===== src/rtl/lcd_pkg.sv =====
// Shared definitions for the LCD arbiter: FSM states, HD44780 init and clear
// nibble sequences, and the ASCII constants used for character output.
package lcd_pkg;

    typedef enum logic [2:0] {
        INIT,
        IDLE,
        CLEAR,
        CHAR,
        FIN
    } lcd_state_e;

    // Power-on nibble sequence, first nibble in the top four bits: 2,2,8,0,C,0,6
    localparam logic [27:0] INIT_TABLE  = 28'h2280C06;
    localparam int unsigned INIT_STEPS  = 7;

    // Clear-display command split into high and low nibble
    localparam logic [7:0]  CLEAR_NIBS  = 8'h01;
    localparam int unsigned CLEAR_STEPS = 2;

    localparam int unsigned HEX_CHARS   = 16;

    localparam logic [7:0]  ASC_ZERO    = 8'h30;
    localparam logic [7:0]  ASC_A       = 8'h41;
    localparam logic [7:0]  ASC_D       = 8'h44;
    localparam logic [7:0]  ASC_E       = 8'h45;

    function automatic logic [3:0] init_nib(input logic [2:0] step);
        return 4'(INIT_TABLE >> (5'd24 - {step, 2'b00}));
    endfunction

endpackage


===== src/rtl/lcd_hex2ascii.sv =====
// Converts one hex digit to its upper-case ASCII character code.
module lcd_hex2ascii
    import lcd_pkg::*;
(
    input  logic [3:0] hex_i,
    output logic [7:0] ascii_o
);

    // Digits map onto '0'..'9', letters onto 'A'..'F'
    always_comb begin
        if (hex_i < 4'd10) begin
            ascii_o = ASC_ZERO + {4'b0000, hex_i};
        end else begin
            ascii_o = ASC_A + {4'b0000, hex_i - 4'd10};
        end
    end

endmodule


===== src/rtl/lcd_arbiter.sv =====
// Round-robin arbiter between two requesters sharing one HD44780 LCD in
// 4-bit mode. After power-up initialisation, each granted transaction clears
// the display and writes the latched 64-bit word as 16 hex characters.
// Optional macro LCD_ARBITER_TAG_EN prefixes the characters with 'E'
// (requester 0) or 'D' (requester 1).
module lcd_arbiter
    import lcd_pkg::*;
#(
    parameter int unsigned STEP_W = 17
) (
    input  logic        clk,
    input  logic        rst,
    input  logic [1:0]  req,
    input  logic [63:0] data0,
    input  logic [63:0] data1,
    output logic [1:0]  gnt,
    output logic        busy,
    output logic        done,
    output logic        lcd_e,
    output logic        lcd_rs,
    output logic        lcd_rw,
    output logic [3:0]  lcd_d
);

`ifdef LCD_ARBITER_TAG_EN
    localparam int unsigned CHAR_STEPS = 2 * (HEX_CHARS + 1);
`else
    localparam int unsigned CHAR_STEPS = 2 * HEX_CHARS;
`endif

    lcd_state_e        state_q, state_d;
    logic [STEP_W-1:0] ph_q, ph_d;
    logic [5:0]        idx_q, idx_d;
    logic [1:0]        gnt_q, gnt_d;
    logic              fav_q, fav_d;
    logic [63:0]       data_q, data_d;
    logic              lcd_e_q, lcd_rs_q;
    logic [3:0]        lcd_d_q;

    logic              step_end;
    logic              grant1;
    logic [3:0]        nib;
    logic [3:0]        hex_j;
    logic [3:0]        hex_nib;
    logic [7:0]        hex_ascii;
    logic [7:0]        char_byte;

    assign step_end = &ph_q;
    assign grant1   = req[1] & (~req[0] | fav_q);
    assign hex_nib  = 4'(data_q >> (6'd60 - {hex_j, 2'b00}));

    lcd_hex2ascii u_hex2ascii (
        .hex_i   (hex_nib),
        .ascii_o (hex_ascii)
    );

    // Character slot 0 carries the tag when enabled; hex digits follow
`ifdef LCD_ARBITER_TAG_EN
    assign hex_j     = 4'(idx_q[5:1] - 5'd1);
    assign char_byte = (idx_q[5:1] == 5'd0) ? (gnt_q[1] ? ASC_D : ASC_E) : hex_ascii;
`else
    assign hex_j     = idx_q[4:1];
    assign char_byte = hex_ascii;
`endif

    // Next-state, step sequencing, arbitration and current nibble selection
    always_comb begin
        state_d = state_q;
        ph_d    = ph_q;
        idx_d   = idx_q;
        gnt_d   = gnt_q;
        fav_d   = fav_q;
        data_d  = data_q;
        nib     = 4'h0;
        unique case (state_q)
            INIT: begin
                nib  = init_nib(idx_q[2:0]);
                ph_d = ph_q + 1'b1;
                if (step_end) begin
                    if (idx_q == 6'(INIT_STEPS - 1)) begin
                        state_d = IDLE;
                        idx_d   = '0;
                    end else begin
                        idx_d = idx_q + 6'd1;
                    end
                end
            end
            IDLE: begin
                ph_d  = '0;
                idx_d = '0;
                if (req != 2'b00) begin
                    state_d = CLEAR;
                    gnt_d   = grant1 ? 2'b10 : 2'b01;
                    data_d  = grant1 ? data1 : data0;
                    fav_d   = ~grant1;
                end
            end
            CLEAR: begin
                nib  = idx_q[0] ? CLEAR_NIBS[3:0] : CLEAR_NIBS[7:4];
                ph_d = ph_q + 1'b1;
                if (step_end) begin
                    if (idx_q == 6'(CLEAR_STEPS - 1)) begin
                        state_d = CHAR;
                        idx_d   = '0;
                    end else begin
                        idx_d = idx_q + 6'd1;
                    end
                end
            end
            CHAR: begin
                nib  = idx_q[0] ? char_byte[3:0] : char_byte[7:4];
                ph_d = ph_q + 1'b1;
                if (step_end) begin
                    if (idx_q == 6'(CHAR_STEPS - 1)) begin
                        state_d = FIN;
                        idx_d   = '0;
                    end else begin
                        idx_d = idx_q + 6'd1;
                    end
                end
            end
            FIN: begin
                state_d = IDLE;
                gnt_d   = '0;
                ph_d    = '0;
                idx_d   = '0;
            end
            default: begin
                state_d = INIT;
                gnt_d   = '0;
                ph_d    = '0;
                idx_d   = '0;
            end
        endcase
    end

    // Control-state registers; reset restarts initialisation and favours requester 0
    always_ff @(posedge clk) begin
        if (rst) begin
            state_q <= INIT;
            ph_q    <= '0;
            idx_q   <= '0;
            gnt_q   <= '0;
            fav_q   <= 1'b0;
            data_q  <= '0;
        end else begin
            state_q <= state_d;
            ph_q    <= ph_d;
            idx_q   <= idx_d;
            gnt_q   <= gnt_d;
            fav_q   <= fav_d;
            data_q  <= data_d;
        end
    end

    // LCD bus registered from the current step; enable high in the middle half of each step
    always_ff @(posedge clk) begin
        if (rst) begin
            lcd_e_q  <= 1'b0;
            lcd_rs_q <= 1'b0;
            lcd_d_q  <= '0;
        end else begin
            lcd_e_q  <= (state_q inside {INIT, CLEAR, CHAR}) & (ph_q[STEP_W-1] ^ ph_q[STEP_W-2]);
            lcd_rs_q <= (state_q == CHAR);
            lcd_d_q  <= nib;
        end
    end

    assign gnt    = gnt_q;
    assign busy   = (state_q != IDLE);
    assign done   = (state_q == FIN);
    assign lcd_e  = lcd_e_q;
    assign lcd_rs = lcd_rs_q;
    assign lcd_rw = 1'b0;
    assign lcd_d  = lcd_d_q;

endmodule


===== config.mk =====
export PLATFORM = sky130hd
export DESIGN_NAME = lcd_arbiter
export DESIGN_NICKNAME = d
export VERILOG_FILES = /design/src/rtl/lcd_pkg.sv /design/src/rtl/lcd_hex2ascii.sv /design/src/rtl/lcd_arbiter.sv
export SDC_FILE = /design/constraint.sdc
export NUM_CORES = 1
export LEC_CHECK = 0
export ABC_AREA = 1
export BUFFER_PORTS_ARGS = -buffer_cell sky130_fd_sc_hd__buf_2
export CAP_MARGIN = 10
export CORE_MARGIN = 1
export CORE_UTILIZATION = 53
export CTS_CLUSTER_DIAMETER = 120
export CTS_CLUSTER_SIZE = 16
export DETAILED_ROUTE_END_ITERATION = 8
export PLACE_DENSITY = 0.87
export RECOVER_POWER = 50
export SKIP_CTS_REPAIR_TIMING = 1
export SYNTH_ARGS = -nofsm -noshare
export SYNTH_HDL_FRONTEND = slang
export SYNTH_SLANG_ARGS = --single-unit

===== constraint.sdc =====
create_clock -name clk -period 2.8 [get_ports clk]
set_input_delay 0.56 -clock clk [delete_from_list [all_inputs] [get_ports clk]]
set_output_delay 0.56 -clock clk [all_outputs]
set_load 0.01 [all_outputs]

======== After elaboration in Yosys (flattened, before gate mapping) ========
Cells that the tools add are included.
W data, S select, Z words.
operators by class
  add/subtract/negate cells ............... 7
  order comparisons ....................... 1
  equal/unequal tests ..................... 15
  shifts and indexed selects .............. 2
  mux-type cells .......................... 23
  bitwise operators ....................... 7
  reductions and logical operators ........ 10
operators by type and width
  kind                     count
  $mux W64                 1
  $shr A64 B6 Y4           1
  $mux W6                  6
  $shr A26 B5 Y4 const A   1
  $mux W3                  7
  $pmux W6 S3              1
  $add A17 B1 Y17 const B  1
  $reduce_and A17 Y1       1
  $pmux W3 S5              1
  $ne A2 B2 Y1 const B     7
  $pmux W4 S3              1
  $add A7 B4 Y8 const A    1
  $mux W8                  1
  $add A6 B4 Y7 const A    1
  $reduce_and A7 Y1        1
  $add A6 B1 Y6 const B    1
  $eq A3 B2 Y1 const B     2
  $eq A6 B1 Y1 const B     1
  $eq A6 B3 Y1 const B     1
  $eq A6 B5 Y1 const B     1
  $sub A6 B6 Y6 const A    1
  $sub A5 B5 Y5 const A    1
  $lt A4 B4 Y1 const B     1
  $mux W2                  2
  other kinds (18)         22
storage, ports and cells
  bits in registers ....................... 99
  input port bits ......................... 132
  output and inout bits ................... 11
  logic and storage cells ................. 74

======== Depth between registers and ports, before layout ========
Gate-level depths: netlist of run 1.
  word-level depth ........................ 7
  depth in mapped cells ................... 17
  gate-level depth less buffers ........... 17

======== Modules after synthesis ========
A second synthesis of run 1 with hierarchy kept.
unflattened totals
  cell total of the unflattened synthesis .. 785
  area, all modules ....................... 5183.7 um2
by module, submodules not included
  module         instances  cells each  area an instance (um2)  seq. area each (um2)
  lcd_arbiter    1          755         5033.6                  1981.9
  lcd_hex2ascii  1          30          150.1                   0.0

======== Worst setup path after synthesis of run 1 ========
OpenSTA, ideal clock, no wires.
  path kind ............................... register to register
  start point ............................. register ph_q[0]
  end point ............................... register state_q[0]
  setup time .............................. 0.116 ns
  arrival ................................. 2.108 ns
  slack ................................... 0.576 ns
  stages on the path, launching flop included .. 18
  period minus slack after synthesis ...... 2.224 ns
  path through ............................ dfxtp_1 > ha_1 > nand2_1 > nor3_1 > nand3_1 > nor2_1 > nand2_1 > inv_1 > nand4_1 > nor3_1 > ha_1 > nor2_2 > inv_1 > nand2_1 > nor2_1 > inv_2 > o21ai_1 > a21oi_1
between the ends
  cells in the longest elaborated chain, start to end .. 3
  elaborated cells between the ends (all ways) .. 5
RTL lines
  what                           RTL line            source
  start, declared                lcd_arbiter.sv:32   logic [STEP_W-1:0] ph_q, ph_d;
  start signal, assigned         lcd_arbiter.sv:148  ph_q <= ph_d;
  $reduce_and A17 Y1 *           lcd_arbiter.sv:48   assign step_end = &ph_q;
  $ne A2 B2 Y1 (no line)         n/a
  $reduce_and A7 Y1 (no line) *  n/a
  end signal, assigned           lcd_arbiter.sv:147  state_q <= state_d;
  end, declared                  lcd_arbiter.sv:31   lcd_state_e state_q, state_d;
Every way passes the cells marked *; elsewhere a longest branch is shown, timed or not.
A chain may end at the register's enable or synchronous reset.

======== Final worst setup path of run 1 ========
  start point ............................. register state_q[0]
  end point ............................... register data_q[43]
between the ends
  cells in the longest elaborated chain, start to end .. 2
RTL lines
  what                         RTL line            source
  $eq A3 B1 Y1                 lcd_arbiter.sv:75   unique case (state_q)
  $reduce_and A2 Y1 (no line)  n/a
  end signal, assigned         lcd_arbiter.sv:152  data_q <= data_d;
  end, declared                lcd_arbiter.sv:36   logic [63:0] data_q, data_d;
No other way between the ends.

==> out/qor.csv, run 1 <==
stage,metric,value,unit
outcome,status,completed,
timing,rsz0062_at_grt,false,
drt,drt_iter0_markers,328,
clock_tree,insertion_delay,0.38,ns
timing,fin_skew,0.0113,ns
logic_synthesis,netlist_area,0.00517,mm^2
setup_path,path_delay_family,buffers and inverters,
clock_tree,cts_root_buf,clkbuf_8,
setup_path,cp_data_arrival_time,2.84,ns
floorplan,start_util,0.554,
power_and_ir_drop,powerDensity,430,mW/mm^2
setup_path,ff2ff_setup_slack,0.26,ns
power_and_ir_drop,comb_power_share,0.051,
drt,first_pass_iters,5,
power_and_ir_drop,p_int,2.02,mW
global_routing,use_met2,0.429,
hold_path,min_from,data1[9],
timing,setup_viol,0,
clock_tree,cts_tree,yes,
power_and_ir_drop,peakVddDrop,226,uV
global_routing,overflow,0,
logic_synthesis,avgSynthCellArea,6.68,um^2
drt,wl_per_cell,13.0,um
drt,vias,5404,
timing,fin_crit_sh,0.908,
drt,drc,0,
power_and_ir_drop,switchingPower,590,uW
power_and_ir_drop,total_power,2.61,mW
hold_path,hold_class,in -> reg,
global_routing,grt.busiest_layer,met2,
floorplan,core,0.00933,mm^2
clock_tree,clk_pin_slew_worst_paths,0.10,ns
drt,ant_nets,0,
placement,pre_cts_ws,0.269,ns
setup_path,required,3.09,ns
logic_synthesis,synthCells,774,
global_routing,antenna_found_initial,0,
placement,gp_congestion,0.900,
setup_path,cp-start-kind,flop,
timing,hold_viol,0,
power_and_ir_drop,p_clk_frac,0.407,
finish,final_cell_mix,"224 x nand2_1, 132 x buf_2, 127 x nor2_1",
timing,fin_tns_setup,0,ns
setup_path,cpPeakStageDelay,0.89,ns
setup_path,reg2regPathDepth,9,
finish,multiInputGateArea,0.00259,mm^2
timing,worst_pin_slew,1.23,ns
floorplan,fp.dieArea,0.0102,mm^2
global_routing,met1_usage,0.360,
clock_tree,htree_levels,3,
floorplan,die_y,101,um
global_routing,grt_use_total,0.270,
logic_synthesis,synth_top_area_share,0.383,
logic_synthesis,synth_cell_types,40,
flow_run,maxCapViolCount,0,
finish,antenna_cells,0,
global_routing,met3_usage,0.0381,
logic_synthesis,synth-seq-cells,99,
setup_path,crit_path_frequent_cell,inv_2,
finish,area_growth,17.5,%
logic_synthesis,synth_top_area_cell,dfxtp_1,
hold_path,hold_end,data_q[9],
floorplan,ioPinCount,143,
clock_tree,clock_tree.buffer_depth,2,
power_and_ir_drop,p_leak,2.60,nW
logic_synthesis,synth_edf_count,0,
placement,dpl.hpwl,9.63,mm
setup_path,regToRegEndpoint,data_q[43],
setup_path,path_buf_inv,4,
finish,register_area,0.00198,mm^2
logic_synthesis,synth_ff_type,dfxtp_1,
power_and_ir_drop,switching_share,0.226,
timing,slew_headroom,0.177,
finish,layout_commonest_cell,nand2_1,
timing,postLayoutSetupSlackWorst,0.257,ns
logic_synthesis,yosys_warnings,0,
floorplan,row_count,35,
drt,viasPerCell,5.26,
timing,slew_violations,0,
floorplan,die_w,101,um
setup_path,endpoint_kind,flop,
logic_synthesis,yosysSeqAreaShare,0.383,
power_and_ir_drop,power_frac_seq,0.542,
timing,min_period,2.54,ns
setup_path,cp_slowest_cell,clkbuf_2,
clock_tree,clock-sinks,99,
setup_path,worstSetupPathType,reg -> reg,
clock_tree,cts_buffers,9,
setup_path,cp_max_fo,64,
finish,nNetsFinal,1034,
global_routing,grt_pass1_vias,4921,
global_routing,grt_max_degree,65,
logic_synthesis,syn_nets,914,
hold_path,min_path_cells,3,
global_routing,grt_pass1_wl,21.9,mm
placement,portBuffers,141,
drt,routed_wl,13.4,mm
finish,final_layout_size_suffix_gt1_frac,0.197,
logic_synthesis,synthTopCellsByArea,"dfxtp_1 38%, nand2_1 16%, nor2_1 9.2%",
timing,timing.fmax,0.393,GHz
finish,fillerInstances,837,
logic_synthesis,ys_async_sr_fraction,0,
setup_path,rr_startpoint,state_q[0],
setup_path,cp_cell_sequence,"inv_1, nor3_2, inv_2, a21oi_4, inv_2, nor2_4, clkbuf_2, a221oi_1, nor2_1",
## stage by stage
stage / instances / cell area [um^2] / hold slack (ns) / util
finish: 1028 / 6070 / 0.411 / 0.651
global route: 1028 / 6070 / 0.427 / 0.651
CTS: 1028 / 6110 / 0.414 / 0.655
detailed placement: 1012 / 5870 / 0.432 / 0.630
global placement: 1012 / 5870 / 0.423 / 0.630
floorplan: 774 / 5170 / 0.413 / -
## Yosys cell counts, types with 12 or more instances
| cell | n |
|---|---|
| dfxtp_1 | 99 |
| a21oi_1 | 28 |
| nor2_1 | 127 |
| a31oi_1 | 28 |
| nand2_1 | 224 |
| nand3_1 | 34 |
| inv_1 | 85 |
| o21ai_0 | 12 |
| a221oi_1 | 36 |
| nor3_1 | 12 |
## state kept, by name, indices dropped and copies added, names as in the netlist
name     count
idx_q        6
data_q      64
state_q      3
lcd_rs       1
lcd_d        4
fav_q        1
gnt          2
ph_q        17
lcd_e        1
## metal layers
layer,share of wire,wire length [um]
met1,0.47,6230
met2,0.44,5860
met3,0.066,885
met4,0.030,403
met5,0,0
## layout make-up
class	instances	share of cell area
inverters	93	0.0575
multi-input cells	540	0.427
repair buffers	151	0.125
well taps	129	0.0266
clock buffers	10	0.0227
clock inverters	6	0.0155
flip-flops and latches	99	0.326
## worst max-delay path by stage
stage | from | to | slack [ns] | depth (start not counted)
after floorplan | ph_q[0] | state_q[0] | 0.58 | 17
after global placement | ph_q[0] | state_q[0] | 0.39 | 17
after detailed placement | ph_q[0] | state_q[0] | 0.27 | 17
after CTS | ph_q[0] | state_q[0] | 0.15 | 17
after global routing | ph_q[0] | state_q[0] | 0.01 | 17
final | state_q[0] | data_q[43] | 0.26 | 9
## logic make-up (layout without fill, tap and decap cells)
logic type / count (synthesis) / count (layout) / share of synthesized area
AO/OA/AOI/OAI: 113 / 113 / 0.147
other: 1 / 1 / 0.000725
AND/OR/NAND/NOR: 414 / 414 / 0.324
buffers and inverters: 135 / 260 / 0.119
flip-flops: 99 / 99 / 0.383
adder cells (fa/ha/maj): 8 / 8 / 0.0194
XOR/XNOR: 4 / 4 / 0.00678
## tightest hold or removal path, stage by stage
cell	delay, ns
buf_2	0.07
a221oi_1	0.06
nor2_1	0.07
## power groups by stage
| stage | Sequential [mW] | Clock (mW) | Combinational (mW) |
|---|---|---|---|
| 6_report | 1.41 | 1.06 | 0.133 |
| 4_1_cts | 1.41 | 1.07 | 0.134 |
| 3_5_place_dp | 1.45 | 0 | 0.134 |
| 2_1_floorplan | 1.45 | 0 | 0.0334 |
| 3_3_place_gp | 1.45 | 0 | 0.133 |
| 5_1_grt | 1.41 | 1.12 | 0.147 |
Power figures use the tool's default switching activity.
==> run 2: changes to the inputs <==
REMOVE_ABC_BUFFERS = 1   (was default)
==> run 2 against run 1 <==
  * Global-route usage shrank 0.31 points
  * Setup slack gained 0.025 ns
  * Combinational power is essentially flat
  * Clock skew shrank 0.0016 ns
  * Sequential cell count is the same
  * Critical path type unchanged
==> out/qor.csv, run 2 (synthesized netlist as in run 1, its figures left out) <==
stage,metric,value,unit,change
flow_run,maxCapViolCount,0,,unchanged
setup_path,endpoint_kind,flop,,
finish,largestRegisters,"data_q: 64 flops, ph_q: 17 flops, idx_q: 6 flops",,
finish,nNetsFinal,1038,,+0.39%
clock_tree,cts_buffers,9,,unchanged
placement,gp_congestion,0.905,,+0.62%
setup_path,cp_max_fo,8,,-88%
clock_tree,clock-sinks,99,,unchanged
global_routing,grt_use_total,0.267,,-0.00306
clock_tree,clk_pin_slew_worst_paths,0.10,ns,about the same
setup_path,ff2ff_setup_slack,0.28,ns,+0.03 ns
finish,final_layout_size_suffix_gt1_frac,0.205,,+0.00799
setup_path,worstSetupPathType,reg -> reg,,
setup_path,rr_startpoint,ph_q[0],,
floorplan,row_count,35,,unchanged
setup_path,cp-startpoint,ph_q[0],,
setup_path,crit_end,state_q[1],,
timing,fin_hold_ws,0.420,ns,+0.00927 ns
global_routing,antenna_found_initial,0,,unchanged
timing,slew_headroom,0.608,,+0.431
timing,timing.fmax,0.397,GHz,+1.0%
clock_tree,clock_tree.buffer_depth,2,,unchanged
global_routing,grt_pass1_vias,4990,,+1.4%
clock_tree,htree_levels,3,,unchanged
floorplan,core,0.00933,mm^2,unchanged
floorplan,start_util,0.554,,unchanged
clock_tree,cts_tree,yes,,
placement,dpl.hpwl,9.29,mm,-3.5%
setup_path,cp_data_arrival_time,2.83,ns,about the same
finish,area_growth,18.4,%,
floorplan,die_w,101,um,unchanged
placement,portBuffers,141,,unchanged
drt,first_pass_iters,6,,+1
setup_path,reg2regPathDepth,16,,+7
timing,fin_crit_sh,0.899,,-0.00899
clock_tree,cts_root_buf,clkbuf_8,,
drt,wl_per_cell,12.5,um,-4.3%
setup_path,path_delay_family,simple AND/OR/NAND/NOR gates,,
global_routing,grt_max_degree,51,,-22%
setup_path,crit_path_frequent_cell,nand2_1,,
drt,drt_iter0_markers,308,,-6.1%
finish,antenna_cells,0,,unchanged
floorplan,die_y,101,um,unchanged
timing,setup_viol,0,,unchanged
drt,ant_nets,0,,unchanged
finish,fillerInstances,858,,+2.5%
setup_path,cp_cell_sequence,"ha_1, nand2_1, nor3_2, nand3_2, nor2_1, nand2_1, inv_1, nand4_1, nor3_2, ha_2, nor2_2, inv_1, nand2_1, nor2_4, o21ai_0, a21oi_1",,
setup_path,cp_slowest_cell,dfxtp_1,,
global_routing,grt_pass1_wl,21.6,mm,-1.5%
finish,fin_util,0.656,,+0.00523
setup_path,cp.depth,16,,+7
timing,min_period,2.52,ns,-0.0252 ns
timing,slew_violations,0,,unchanged
setup_path,cp-start-kind,flop,,
drt,drc,0,,unchanged
floorplan,fp.dieArea,0.0102,mm^2,unchanged
finish,final_cell_mix,"224 x nand2_1, 133 x buf_2, 126 x nor2_1",,
drt,routed_wl,12.9,mm,-4.0%
timing,fin_skew,0.00972,ns,-0.00159 ns
finish,multiInputGateArea,0.00261,mm^2,+0.77%
finish,largest_register,data_q,,
timing,hold_viol,0,,unchanged
setup_path,path_buf_inv,2,,-2
floorplan,ioPinCount,143,,unchanged
setup_path,cpPeakStageDelay,0.37,ns,-0.52 ns
finish,layout_commonest_cell,nand2_1,,
power_and_ir_drop,peakVddDrop,301,uV,+34%
finish,largest_reg_flops,64,,unchanged
finish,register_area,0.00198,mm^2,unchanged
global_routing,overflow,0,,unchanged
timing,worst_pin_slew,0.586,ns,-0.649 ns
power_and_ir_drop,powerDensity,418,mW/mm^2,-2.8%
power_and_ir_drop,p_leak,2.62,nW,+0.79%
drt,viasPerCell,5.13,,-2.5%
setup_path,required,3.11,ns,+0.02 ns
clock_tree,insertion_delay,0.38,ns,about the same
hold_path,hold_class,in -> reg,,
setup_path,regToRegEndpoint,state_q[1],,
outcome,status,completed,,
drt,vias,5290,,-2.1%
-- run 2: cell types whose count changed in the layout (fill, tap and decap cells not counted), moves of 2 or more --
cell / delta
clkbuf_2: -3
inv_6: -3
clkinv_4: +2
nor2_4: +2
buf_4: +8
-- run 2: area by class of cell --
cell class                      instances  share of cell area
Timing Repair Buffer                  155               0.131
Clock buffer                           10              0.0208
Multi-Input combinational cell        540               0.427
Clock inverter                          6              0.0147
Inverter                               93              0.0570
Sequential cell                        99               0.324
Tap cell                              129              0.0264
-- run 2: worst register-to-register path: stages, from the launching register on --
cell     delay, ns
dfxtp_1       0.37
ha_1          0.18
nand2_1       0.08
nor3_2        0.21
nand3_2       0.11
nor2_1        0.10
nand2_1       0.08
inv_1         0.08
nand4_1       0.16
nor3_2        0.22
ha_2          0.22
nor2_2        0.08
inv_1         0.10
nand2_1       0.09
nor2_4        0.14
o21ai_0       0.10
a21oi_1       0.15
-- run 2: routing by layer --
| metal | vias up | track usage | share of wire |
|---|---|---|---|
| li1 | 2731 | - | - |
| met1 | 2351 | 0.320 | 0.45 |
| met2 | 184 | 0.469 | 0.47 |
| met3 | 24 | 0.0506 | 0.066 |
| met4 | 0 | 0.107 | 0.018 |
| met5 | - | 0 | 0 |
-- run 2: worst min path at each step --
| stage | cells past startpoint | end | start |
|---|---|---|---|
| 2_1_floorplan | 1 | ph_q[0] | ph_q[0] |
| 3_3_place_gp | 1 | ph_q[0] | ph_q[0] |
| 3_5_place_dp | 1 | ph_q[0] | ph_q[0] |
| 4_1_cts | 3 | data_q[1] | data0[1] |
| 5_1_grt | 3 | data_q[37] | data0[37] |
| 6_report | 3 | data_q[38] | data1[38] |
-- run 2: stage by stage --
| stage | instance area, um^2 | TNS (ns) | total power [mW] | setup WS, ns | cells |
|---|---|---|---|---|---|
| after global placement | 5890 | 0 | 1.58 | 0.387 | 1016 |
| final | 6120 | 0 | 2.56 | 0.282 | 1032 |
| after CTS | 6110 | 0 | 2.57 | 0.161 | 1032 |
| after global routing | 6120 | -0.0136 | 2.64 | -0.0136 | 1032 |
| after floorplan | 4900 | -25.01 | 1.46 | -0.451 | 732 |
| after detailed placement | 5890 | 0 | 1.58 | 0.186 | 1016 |
-- run 2: report_power, final --
part	leakage (nW)	internal [mW]	switching (mW)
Combinational	1.71	0.0727	0.0610
Clock	0.106	0.505	0.505
Sequential	0.798	1.41	0.00274
Total	2.62	1.99	0.568
==> run 3: changes to the inputs <==
ABC_AREA = default   (was 1)
CORE_UTILIZATION = 35   (was 53)
PLACE_DENSITY = 0.64   (was 0.87)
==> run 3 against run 2 <==
  * Clock skew down 0.0038 ns
  * Synthesized area down 11%
  * Sequential share of layout area up 2.4 points
  * Critical path depth down 7
  * First-iteration DRC count up 28%
  * Count of clock-buffer cells in the layout down 1
  * Final cell count down 24%
  * Die area up 34%
  * Register-to-register slack about the same
  * Maximum frequency down 0.45%
  * Sequential cell count unchanged
==> out/qor.csv, run 3 <==
stage,metric,value,unit,change
logic_synthesis,synth_edf_count,0,,unchanged
finish,fin_util,0.448,,-0.208
finish,largest_reg_flops,64,,unchanged
power_and_ir_drop,powerDensity,495,mW/mm^2,+19%
power_and_ir_drop,total_power,2.82,mW,+10%
clock_tree,clock_tree.buffer_depth,2,,unchanged
timing,fin_hold_ws,0.455,ns,+0.0349 ns
hold_path,min_from,data1[56],,
global_routing,grt_pass1_vias,4100,,-18%
drt,routed_wl,12.3,mm,-4.7%
finish,largestRegisters,"data_q: 64 flops, ph_q: 17 flops, idx_q: 6 flops",,
floorplan,start_util,0.361,,-0.194
global_routing,grt_pass1_wl,20.1,mm,-6.8%
timing,rsz0062_at_grt,false,,
timing,setup_viol,0,,unchanged
timing,slew_violations,0,,unchanged
placement,place_area,0.00543,mm^2,-7.9%
timing,fin_crit_sh,0.903,,+0.00405
clock_tree,clk_pin_slew_worst_paths,0.07,ns,-0.03 ns
placement,place_inst,764,,-25%
finish,nNetsFinal,743,,-28%
setup_path,regToRegEndpoint,lcd_d[2],,
logic_synthesis,avgSynthCellArea,9.58,um^2,+43%
clock_tree,insertion_delay,0.34,ns,-0.04 ns
logic_synthesis,synth_top_area_cell,dfxtp_1,,
logic_synthesis,yosysSeqAreaShare,0.432,,+0.0485
timing,worst_pin_slew,1.47,ns,+0.884 ns
global_routing,grt_use_total,0.190,,-0.0763
setup_path,reg2regPathDepth,9,,-7
global_routing,overflow,0,,unchanged
power_and_ir_drop,peakVddDrop,293,uV,-2.8%
power_and_ir_drop,p_leak,2.25,nW,-14%
logic_synthesis,yosys_warnings,0,,unchanged
timing,min_period,2.53,ns,+0.0113 ns
global_routing,grt.busiest_layer,met2,,
finish,fin_area,0.00570,mm^2,-6.9%
setup_path,cp_max_fo,23,,+15
global_routing,use_met2,0.328,,-0.141
drt,drt_iter0_markers,393,,+28%
global_routing,antenna_found_initial,0,,unchanged
placement,dpl.hpwl,9.14,mm,-1.5%
logic_synthesis,ys_async_sr_fraction,0,,unchanged
setup_path,required,3.06,ns,-0.05 ns
clock_tree,cts_root_buf,clkbuf_16,,
drt,wl_per_cell,15.7,um,+26%
setup_path,cp-start-kind,flop,,
setup_path,rr_startpoint,idx_q[1],,
finish,final_cell_mix,"131 x buf_2, 100 x nor2_1, 98 x dfxtp_1",,
drt,ant_nets,0,,unchanged
global_routing,grt_max_degree,77,,+51%
setup_path,cp_data_arrival_time,2.79,ns,-0.04 ns
floorplan,die_y,117,um,+16%
clock_tree,cts_buffers,9,,unchanged
logic_synthesis,synth-seq-cells,99,,unchanged
clock_tree,htree_levels,3,,unchanged
floorplan,core,0.0127,mm^2,+36%
clock_tree,clock-sinks,99,,unchanged
logic_synthesis,yosys-top-cells-count,"102 x nor2_1, 99 x dfxtp_1, 63 x a222oi_1",,
hold_path,min_path_cells,3,,unchanged
timing,slew_headroom,0.0199,,-0.588
clock_tree,cts_tree,yes,,
logic_synthesis,synth_ff_type,dfxtp_1,,
timing,hold_viol,0,,unchanged
finish,area_growth,24.2,%,
setup_path,worstSetupPathType,reg -> reg,,
floorplan,ioPinCount,143,,unchanged
hold_path,hold_end,data_q[56],,
floorplan,die_w,117,um,+16%
placement,gp_congestion,0.816,,-9.8%
finish,layout_commonest_cell,buf_2,,
logic_synthesis,synthTopCellsByArea,"dfxtp_1 43%, a222oi_1 14%, nor2_1 8.3%",,
floorplan,fp.dieArea,0.0136,mm^2,+34%
logic_synthesis,synth_cell_types,50,,+25%
setup_path,endpoint_kind,flop,,
finish,final_cell_count_no_fill,780,,-24%
finish,largest_register,data_q,,
drt,vias,4237,,-20%
placement,portBuffers,141,,unchanged
timing,fin_skew,0.00597,ns,-0.00375 ns
finish,antenna_cells,0,,unchanged
floorplan,row_count,41,,+17%
finish,fillerInstances,1333,,+55%
logic_synthesis,post-synth-top-count-cell,nor2_1,,
logic_synthesis,netlist_area,0.00459,mm^2,-11%
drt,first_pass_iters,8,,+2
drt,viasPerCell,5.43,,+6.0%
setup_path,ff2ff_setup_slack,0.27,ns,about the same
logic_synthesis,synthCells,479,,-38%
outcome,status,completed,,
global_routing,met1_usage,0.242,,-0.0774
global_routing,met3_usage,0.0368,,-0.0138
logic_synthesis,synth_top_area_share,0.432,,+0.0485
finish,final_layout_size_suffix_gt1_frac,0.285,,+0.0797
flow_run,maxCapViolCount,0,,unchanged
timing,timing.fmax,0.395,GHz,-0.45%
hold_path,hold_class,in -> reg,,
drt,drc,0,,unchanged
## run 3: changes by cell type in the layout (fill, tap and decap cells not counted), moves of 9 or more
cell,delta
a222oi_1,+63
clkbuf_16,+9
a21oi_1,-10
nor2_1,-26
clkbuf_8,-9
inv_1,-72
nand2_1,-211
a31oi_1,-26
mux2i_1,+15
nand3_1,-26
a221oi_1,-35
## run 3: metal layers
layer | vias up | routed length (um)
met5 | - | 0
met4 | 0 | 116
met3 | 10 | 538
met2 | 128 | 6030
met1 | 2001 | 5570
li1 | 2098 | -
## run 3: area by class of cell
class | instances | area [um^2] | share of cell area
flip-flops and latches | 99 | 1980 | 0.348
multi-input cells | 323 | 2330 | 0.409
clock inverters | 7 | 83.8 | 0.0147
clock buffers | 9 | 225 | 0.0395
well taps | 172 | 215 | 0.0377
inverters | 14 | 52.6 | 0.00922
repair buffers | 156 | 810 | 0.142
## run 3: worst max-delay path by stage
stage / start / to / slack, ns / cells after the start
4_1_cts: idx_q[2] / lcd_d[2] / 0.20 / 10
6_report: idx_q[1] / lcd_d[2] / 0.27 / 9
3_5_place_dp: idx_q[2] / lcd_d[2] / 0.21 / 10
2_1_floorplan: state_q[0] / data_q[0] / -0.61 / 5
3_3_place_gp: idx_q[1] / lcd_d[2] / 0.38 / 9
5_1_grt: idx_q[2] / lcd_d[2] / 0.06 / 10
## run 3: kinds of logic (layout without fill, tap and decap cells)
logic type	after synthesis	after routing	share of synthesized area
AO/OA/AOI/OAI	115	115	0.210
XOR/XNOR	15	15	0.0286
adder cells (fa/ha/maj)	8	8	0.0218
buffers and inverters	57	186	0.0624
flip-flops	99	99	0.432
multiplexers	26	26	0.0905
other	1	1	0.000817
AND/OR/NAND/NOR	158	158	0.154
## run 3: stage by stage
stage / TNS (ns) / setup slack, ns
finish: 0 / 0.271
global route: 0 / 0.0568
floorplan: -40.18 / -0.611
global placement: 0 / 0.376
detailed placement: 0 / 0.214
CTS: 0 / 0.202
## run 3: worst max-delay path, stage by stage (launching register included)
cell	delay (ns)
dfxtp_2	0.43
buf_12	0.21
mux4_1	0.57
o22ai_1	0.21
nor2_2	0.10
inv_1	0.06
ha_1	0.25
xor2_1	0.17
a211o_1	0.28
a21oi_1	0.15
## run 3: where the power goes
group	leakage, nW	total [mW]	internal (mW)	switching (mW)
clock	0.149	1.26	0.708	0.555
combinational	1.30	0.138	0.0724	0.0652
sequential	0.799	1.42	1.41	0.00869
